**config.mk**
```make
export PLATFORM = sky130hd
export DESIGN_NAME = fetch_unit_flat
export DESIGN_NICKNAME = d
export VERILOG_FILES = /design/src/rtl/fetch_pkg.sv /design/src/rtl/fetch_if.sv /design/src/rtl/fetch_fifo.sv /design/src/rtl/fetch_unit.sv /design/src/flat_wrapper.sv
export SDC_FILE = /design/constraint.sdc
export NUM_CORES = 1
export LEC_CHECK = 0
export ABC_AREA = 1
export CAP_MARGIN = 5
export CORE_MARGIN = 5
export CORE_UTILIZATION = 50
export CTS_BUF_LIST = sky130_fd_sc_hd__clkbuf_4 sky130_fd_sc_hd__clkbuf_8
export DETAILED_ROUTE_END_ITERATION = 6
export GPL_TIMING_DRIVEN = 0
export HOLD_SLACK_MARGIN = 0.06
export PLACE_DENSITY = 0.86
export SLEW_MARGIN = 30
export SYNTH_ARGS = -nofsm -noshare
export SYNTH_HDL_FRONTEND = slang
export SYNTH_HIERARCHICAL = 1
export SYNTH_SLANG_ARGS = --single-unit
```
**constraint.sdc**
```tcl
create_clock -name clk -period 4.55 [get_ports clk]
set_input_delay 0.455 -clock clk [delete_from_list [all_inputs] [get_ports clk]]
set_output_delay 0.455 -clock clk [all_outputs]
set_load 0.02 [all_outputs]
```
**src/rtl/fetch_pkg.sv**
```systemverilog
// Shared types and limits for the instruction fetch front end.
package fetch_pkg;

    localparam int unsigned FETCH_MAX_OUTSTANDING = 2;

    typedef struct packed {
        logic [31:0] rdata;
        logic        err;
    } fetch_entry_t;

endpackage

```
**src/rtl/fetch_if.sv**
```systemverilog
// Instruction-memory request/grant/rvalid bus between fetch and memory.
interface fetch_if;

    logic        instr_req;
    logic [31:0] instr_addr;
    logic        instr_gnt;
    logic        instr_rvalid;
    logic [31:0] instr_rdata;
    logic        instr_err;

    modport master (
        output instr_req,
        output instr_addr,
        input  instr_gnt,
        input  instr_rvalid,
        input  instr_rdata,
        input  instr_err
    );

    modport slave (
        input  instr_req,
        input  instr_addr,
        output instr_gnt,
        output instr_rvalid,
        output instr_rdata,
        output instr_err
    );

endinterface

```
**src/rtl/fetch_fifo.sv**
```systemverilog
// Instruction buffer: register-array FIFO with clear; head is read straight
// from storage so there is no push-to-head bypass.
module fetch_fifo
    import fetch_pkg::*;
#(
    parameter int unsigned DEPTH = 2
) (
    input  logic                     clk,
    input  logic                     reset,
    input  logic                     clear,
    input  logic                     push,
    input  fetch_entry_t             push_data,
    input  logic                     pop,
    output fetch_entry_t             head,
    output logic                     head_valid,
    output logic [$clog2(DEPTH):0]   count
);

    localparam int unsigned PTR_W = $clog2(DEPTH);
    localparam int unsigned CNT_W = PTR_W + 1;

    fetch_entry_t     mem [DEPTH];
    logic [PTR_W-1:0] wr_ptr;
    logic [PTR_W-1:0] rd_ptr;
    logic [CNT_W-1:0] count_q;

    always_ff @(posedge clk) begin
        if (reset) begin
            wr_ptr  <= '0;
            rd_ptr  <= '0;
            count_q <= '0;
            for (int unsigned i = 0; i < DEPTH; i++) begin
                mem[i] <= '0;
            end
        end else if (clear) begin
            wr_ptr  <= '0;
            rd_ptr  <= '0;
            count_q <= '0;
        end else begin
            if (push) begin
                mem[wr_ptr] <= push_data;
                wr_ptr      <= wr_ptr + PTR_W'(1);
            end
            if (pop) begin
                rd_ptr <= rd_ptr + PTR_W'(1);
            end
            count_q <= count_q + CNT_W'(push) - CNT_W'(pop);
        end
    end

    assign head       = mem[rd_ptr];
    assign head_valid = (count_q != '0);
    assign count      = count_q;

endmodule

```
**src/rtl/fetch_unit.sv**
```systemverilog
// Fetch front end: owns the fetch PC, issues credit-limited bus requests,
// discards stale responses after a redirect and buffers words for decode.
module fetch_unit
    import fetch_pkg::*;
#(
    parameter logic [31:0] BOOT_ADDR  = 32'h0000_0000,
    parameter int unsigned FIFO_DEPTH = 2
) (
    input  logic          clk,
    input  logic          reset,
    input  logic          set_pc_valid,
    input  logic [31:0]   set_pc,
    input  logic          flush_F,
    input  logic          stall_F,
    fetch_if.master       bus,
    output logic          instr_valid_if,
    output logic [31:0]   instr_if,
    output logic          instr_err_if,
    output logic [31:0]   pc_if,
    input  logic          instr_ready_id
);

    localparam int unsigned CNT_W  = $clog2(FIFO_DEPTH) + 1;
    localparam int unsigned CRED_W = 4;

    logic             reset_q;
    logic [31:0]      fetch_addr_q, fetch_addr_d;
    logic [31:0]      head_pc_q, head_pc_d;
    logic [31:0]      pend_addr_q;
    logic             pend_q, pend_d;
    logic             pend_stale_q, pend_stale_d;
    logic [1:0]       outstanding_q, outstanding_d;
    logic [1:0]       discard_q, discard_d;

    logic             redirect;
    logic [31:0]      target;
    logic             credit_ok;
    logic             req_fire;
    logic             stale_fire;
    logic             push;
    logic             pop;
    logic [CNT_W-1:0] fifo_count;
    fetch_entry_t     push_data;
    fetch_entry_t     head;

    // A request raised but not granted holds its address until gnt, even across redirects.
    assign credit_ok = (outstanding_q < 2'(FETCH_MAX_OUTSTANDING)) &&
                       ((CRED_W'(fifo_count) + CRED_W'(outstanding_q) - CRED_W'(discard_q))
                        < CRED_W'(FIFO_DEPTH));
    assign bus.instr_req  = !reset && (pend_q || (!reset_q && !stall_F && credit_ok));
    assign bus.instr_addr = pend_q ? pend_addr_q : fetch_addr_q;

    always_comb begin
        redirect      = set_pc_valid || flush_F;
        target        = set_pc_valid ? set_pc : head_pc_q;
        req_fire      = bus.instr_req && bus.instr_gnt;
        stale_fire    = req_fire && pend_q && pend_stale_q;
        push          = bus.instr_rvalid && !redirect && (discard_q == '0);
        pop           = instr_valid_if && instr_ready_id && !stall_F && !redirect;
        push_data     = '{rdata: bus.instr_rdata, err: bus.instr_err};
        outstanding_d = outstanding_q + 2'(req_fire) - 2'(bus.instr_rvalid);
        pend_d        = bus.instr_req && !bus.instr_gnt;
        pend_stale_d  = pend_d && (pend_stale_q || redirect);
        discard_d     = discard_q;
        fetch_addr_d  = fetch_addr_q;
        head_pc_d     = head_pc_q;

        if (redirect) begin
            // Everything granted so far, including this cycle's gnt, is now stale.
            discard_d    = outstanding_d;
            fetch_addr_d = target;
            head_pc_d    = target;
        end else begin
            discard_d = discard_q + 2'(stale_fire)
                        - 2'(bus.instr_rvalid && (discard_q != '0));
            if (req_fire && !stale_fire) begin
                fetch_addr_d = fetch_addr_q + 32'd4;
            end
            if (pop) begin
                head_pc_d = head_pc_q + 32'd4;
            end
        end
    end

    always_ff @(posedge clk) begin
        if (reset) begin
            reset_q       <= 1'b1;
            fetch_addr_q  <= BOOT_ADDR;
            head_pc_q     <= BOOT_ADDR;
            pend_addr_q   <= BOOT_ADDR;
            pend_q        <= 1'b0;
            pend_stale_q  <= 1'b0;
            outstanding_q <= '0;
            discard_q     <= '0;
        end else begin
            reset_q       <= 1'b0;
            fetch_addr_q  <= fetch_addr_d;
            head_pc_q     <= head_pc_d;
            pend_addr_q   <= bus.instr_addr;
            pend_q        <= pend_d;
            pend_stale_q  <= pend_stale_d;
            outstanding_q <= outstanding_d;
            discard_q     <= discard_d;
        end
    end

    fetch_fifo #(
        .DEPTH (FIFO_DEPTH)
    ) u_fifo (
        .clk        (clk),
        .reset      (reset),
        .clear      (redirect),
        .push       (push),
        .push_data  (push_data),
        .pop        (pop),
        .head       (head),
        .head_valid (instr_valid_if),
        .count      (fifo_count)
    );

    assign instr_if     = head.rdata;
    assign instr_err_if = head.err;
    assign pc_if        = head_pc_q;

endmodule

```
**src/flat_wrapper.sv**
```systemverilog
// flat-port wrapper written by rule: the top's interface ports become plain ports
module fetch_unit_flat import fetch_pkg::*;
#(
    parameter logic [31:0] BOOT_ADDR  = 32'h0000_0000,
    parameter int unsigned FIFO_DEPTH = 2
)
  (clk, reset, set_pc_valid, set_pc, flush_F, stall_F, instr_valid_if, instr_if, instr_err_if, pc_if, instr_ready_id, bus_instr_req, bus_instr_addr, bus_instr_gnt, bus_instr_rvalid, bus_instr_rdata, bus_instr_err);
  fetch_if bus_i ();
  input  logic clk;
  input  logic reset;
  input  logic set_pc_valid;
  input  logic [31:0] set_pc;
  input  logic flush_F;
  input  logic stall_F;
  output logic instr_valid_if;
  output logic [31:0] instr_if;
  output logic instr_err_if;
  output logic [31:0] pc_if;
  input  logic instr_ready_id;
  output wire logic [$bits(bus_i.instr_req)-1:0] bus_instr_req;
  output wire logic [$bits(bus_i.instr_addr)-1:0] bus_instr_addr;
  input wire logic [$bits(bus_i.instr_gnt)-1:0] bus_instr_gnt;
  input wire logic [$bits(bus_i.instr_rvalid)-1:0] bus_instr_rvalid;
  input wire logic [$bits(bus_i.instr_rdata)-1:0] bus_instr_rdata;
  input wire logic [$bits(bus_i.instr_err)-1:0] bus_instr_err;
  assign bus_instr_req = bus_i.instr_req;
  assign bus_instr_addr = bus_i.instr_addr;
  assign bus_i.instr_gnt = bus_instr_gnt;
  assign bus_i.instr_rvalid = bus_instr_rvalid;
  assign bus_i.instr_rdata = bus_instr_rdata;
  assign bus_i.instr_err = bus_instr_err;
  fetch_unit #(.BOOT_ADDR(BOOT_ADDR), .FIFO_DEPTH(FIFO_DEPTH)) u_core (.clk(clk), .reset(reset), .set_pc_valid(set_pc_valid), .set_pc(set_pc), .flush_F(flush_F), .stall_F(stall_F), .bus(bus_i), .instr_valid_if(instr_valid_if), .instr_if(instr_if), .instr_err_if(instr_err_if), .pc_if(pc_if), .instr_ready_id(instr_ready_id));
endmodule
```
==> metrics <==
vias post-DR just under 10000; NumNets Final 1588; CP Max Fanout 3; crit-path leading delay family adder cells; Most common cell on crit path nand2_1; length of the first detailed-routing pass in iterations 5; global-route wire length before repair around 48 mm; number of global-route vias before repair 9240; count of fill cells added during filler insertion between 1500 and 2000; number of design-rule violations left by the first detailed-router iteration between 900 and 1000; fin worst setup slack between 0.8 and 0.9 ns; weighted congestion reported at the end of routability-driven placement ~0.99; CP Data Arrival Time roughly 3.2 ns; GRT Resource Usage Total around 27%; Sink Count 172; gate count of the mapped netlist 1313; insertion delay to the later sink of the worst-skew pair between 0.4 and 0.5 ns; RSZ-0062 raised after global routing no; skew final 0.0111 ns; Peak Freq roughly 0.27 GHz; share of the yosys chip area belonging to registers 42.6%; post-DR vias/cell 5.42; Overflow after GRT 0; hold buffer count at cts 0; Antenna Diode Count 0; Die H roughly 150 um; Critical Path End Type output port; overall die width about 150 um; Post-synth EDFFs 66; post-layout instance count excluding filler cells 1776; Crit-path slowest cell clkdlybuf4s50_1; antenna violations before repair 0; relative area change from synthesis to final layout 25.8%; DRC violations left 0; Std-Cell Rows 50; Slew Viols, Final 0; Routed Wire Length 30.4 mm; startpoint types register; Post-Syn Nets approximately 1400; top cells by instance count after synthesis nand2_1 (345), nor2_1 (193), inv_1 (137); Sequential cell area 0.00410 mm2; hold violation total from the final report 0; largest cells by area after synthesis dfxtp_1 (22%), edfxtp_1 (21%), nand2_1 (13%); Setup Viol. Count Final 0; total core area ~0.019 mm2; number of primary I/O pins about 170; result of the run finished, final reports clean; type of the worst setup path reg2out; post-layout total power 3740 uW; crit path buf inv count 3; register bit count reported by yosys 172; clock period minus final worst setup slack roughly 3.7 ns; pre-CTS setup slack between 0.6 and 0.7 ns; most instantiated library cell after synthesis nand2_1; max cap viols 0; fraction of registers with async set or reset after synthesis 0%; Setup Fix Bufs, Post-CTS 0; Internal approximately 2600 uW; final setup TNS 0 ns; buffer depth of the longest clock path 2; number of buffers created by CTS 17; clock slew at reported path FFs roughly 0.090 ns; Sequential Power Share between 40% and 50%; portion of the clock cycle consumed by the worst path in the final layout between 80% and 90%; Worst Tran Pin Value between 0.8 and 0.9 ns; number of placed instances, taps included around 1700; Yosys warning count 6; max_slew headroom 43.6%; Net Switching ~1100 uW; fraction of power spent switching nets between 30% and 40%; average instance area after synthesis ~7.3 um2; CTS tree done; distinct cell type count after synthesis 45; fraction of layout cells with a size suffix above 1 around 10%; Comb power frac between 20% and 30%; Synth Cell Area 0.00963 mm2; half-perimeter wire length after detailed placement approximately 23 mm; Root Buffer clkbuf_8; number of buffers inserted by port buffering between 150 and 200; pin count of the biggest net entering global routing 34; critical path, cell by cell inv_1 > fa_1 > fa_1 > nor2_1 > nand2_1 > nor3_1 > nand2_1 > nand2_1 > nand2_1 > inv_1 > clkdlybuf4s50_1; slowest cell delay on critical path about 0.65 ns; maximum ir drop on the vdd rail between 0.2 and 0.25 mV; area of the die 0.0221 mm2; Most used DFF post-synth dfxtp_1; fraction of post-synthesis cell area in the top cell type by area 22.0%; largest area contributor in the synthesized netlist dfxtp_1; proportion of power drawn by the clock network around 32%; power density relative to cell area 309 mW/mm2; antenna-violating nets left 0; multi-input logic area ~0.0046 mm2; required time at the endpoint of the critical path a little over 4 ns; DR WL/cell 17.1 um; leakage approximately 0.0051 uW; Worst Hold Class reg2reg; deepest level of the CTS H-tree 4; Resized Gates After CTS 0; Starting Density 51.1%
## cell families (layout without fill, tap and decap cells)
kind of cell	after synthesis	after routing	share of synthesized area, %
compound gates	215	215	11.8
mux	33	33	3.86
flops	172	172	42.6
xor+xnor	19	19	1.73
fa+ha+maj	12	12	1.72
buf+inv	204	407	9.57
simple gates	658	658	28.7
## power by group through the flow
stage	Combinational [uW]	Clock, uW	Sequential, uW
4_1_cts	748	1230	1780
6_report	753	1210	1780
3_5_place_dp	743	0	1810
5_1_grt	821	1290	1790
3_3_place_gp	728	0	1810
2_1_floorplan	413	0	1810
## state kept, by name (all words and copies together) (netlist names), named ones only
register              cells
u_core/discard_q          2
u_core/fetch_addr_q      32
u_core/outstanding_q      2
u_core/pc_if             30
u_core/pend_addr_q       32
u_core/pend_q             1
u_core/pend_stale_q       1
u_core/reset_q            1
u_core/u_fifo/count       2
u_core/u_fifo/mem        66
u_core/u_fifo/rd_ptr      1
u_core/u_fifo/wr_ptr      1
## metrics by stage
stage / cell area, um2 / hold WS [ns] / util, %
floorplan: 9630 / 0.451 / -
global placement: 11700 / 0.459 / 61.9
finish: 12100 / 0.474 / 64.3
CTS: 12100 / 0.478 / 64.3
global route: 12100 / 0.495 / 64.3
detailed placement: 11700 / 0.464 / 62.0
## per-layer routing
| layer | part of all wire, % | track usage [%] |
|---|---|---|
| met5 | 0 | 0 |
| met2 | 47 | 45.5 |
| met4 | 4.2 | 11.5 |
| met1 | 40 | 34.0 |
| met3 | 9.4 | 5.74 |
## worst reg2reg max path: stages, from the launching register on
cell     delay, ns
dfxtp_1       0.36
inv_1         0.08
fa_1          0.52
fa_1          0.48
nor2_1        0.13
nand2_1       0.06
nor3_1        0.13
nand2_1       0.08
nand2_1       0.10
nand2_1       0.09
nor2_1        0.13
nand3_1       0.10
ha_1          0.31
inv_1         0.04
ha_1          0.18
xnor2_1       0.18
xor2_1        0.17
o21ai_0       0.09
a21oi_1       0.14
## final timing paths
check                                to  slack [ns]  depth (start not counted)                   from
setup / recovery          bus_instr_req        0.88                         11    u_core/discard_q[1]
hold / removal    u_core/pend_addr_q[0]        0.47                          2  u_core/pend_addr_q[0]
setup reg to reg    u_core/discard_q[1]        1.12                         18    u_core/discard_q[1]
hold reg to reg   u_core/pend_addr_q[0]        0.47                          2  u_core/pend_addr_q[0]
## final cells by class
class / instances / area share [%]
multi-input cells: 937 / 38.0
flip-flops and latches: 172 / 33.9
repair buffers: 171 / 14.1
inverters: 142 / 4.40
plain buffers: 62 / 3.20
well taps: 260 / 2.69
clock buffers: 17 / 1.93
clock inverters: 15 / 1.72
## placed cells by master (no fill, tap or decap), drive strengths merged, types with 2 or more instances in the layout
master	count
a21oi	111
a221oi	2
a31oi	9
buf	47
bufinv	4
clkbuf	32
clkdlybuf4s50	171
clkinv	5
dfxtp	106
edfxtp	66
fa	2
ha	10
inv	147
mux2	33
nand2	350
nand3	61
nand3b	8
nand4	6
nor2	215
nor3	15
o211ai	4
o21ai	83
xnor2	3
xor2	16
Power figures use the tool's default switching activity.
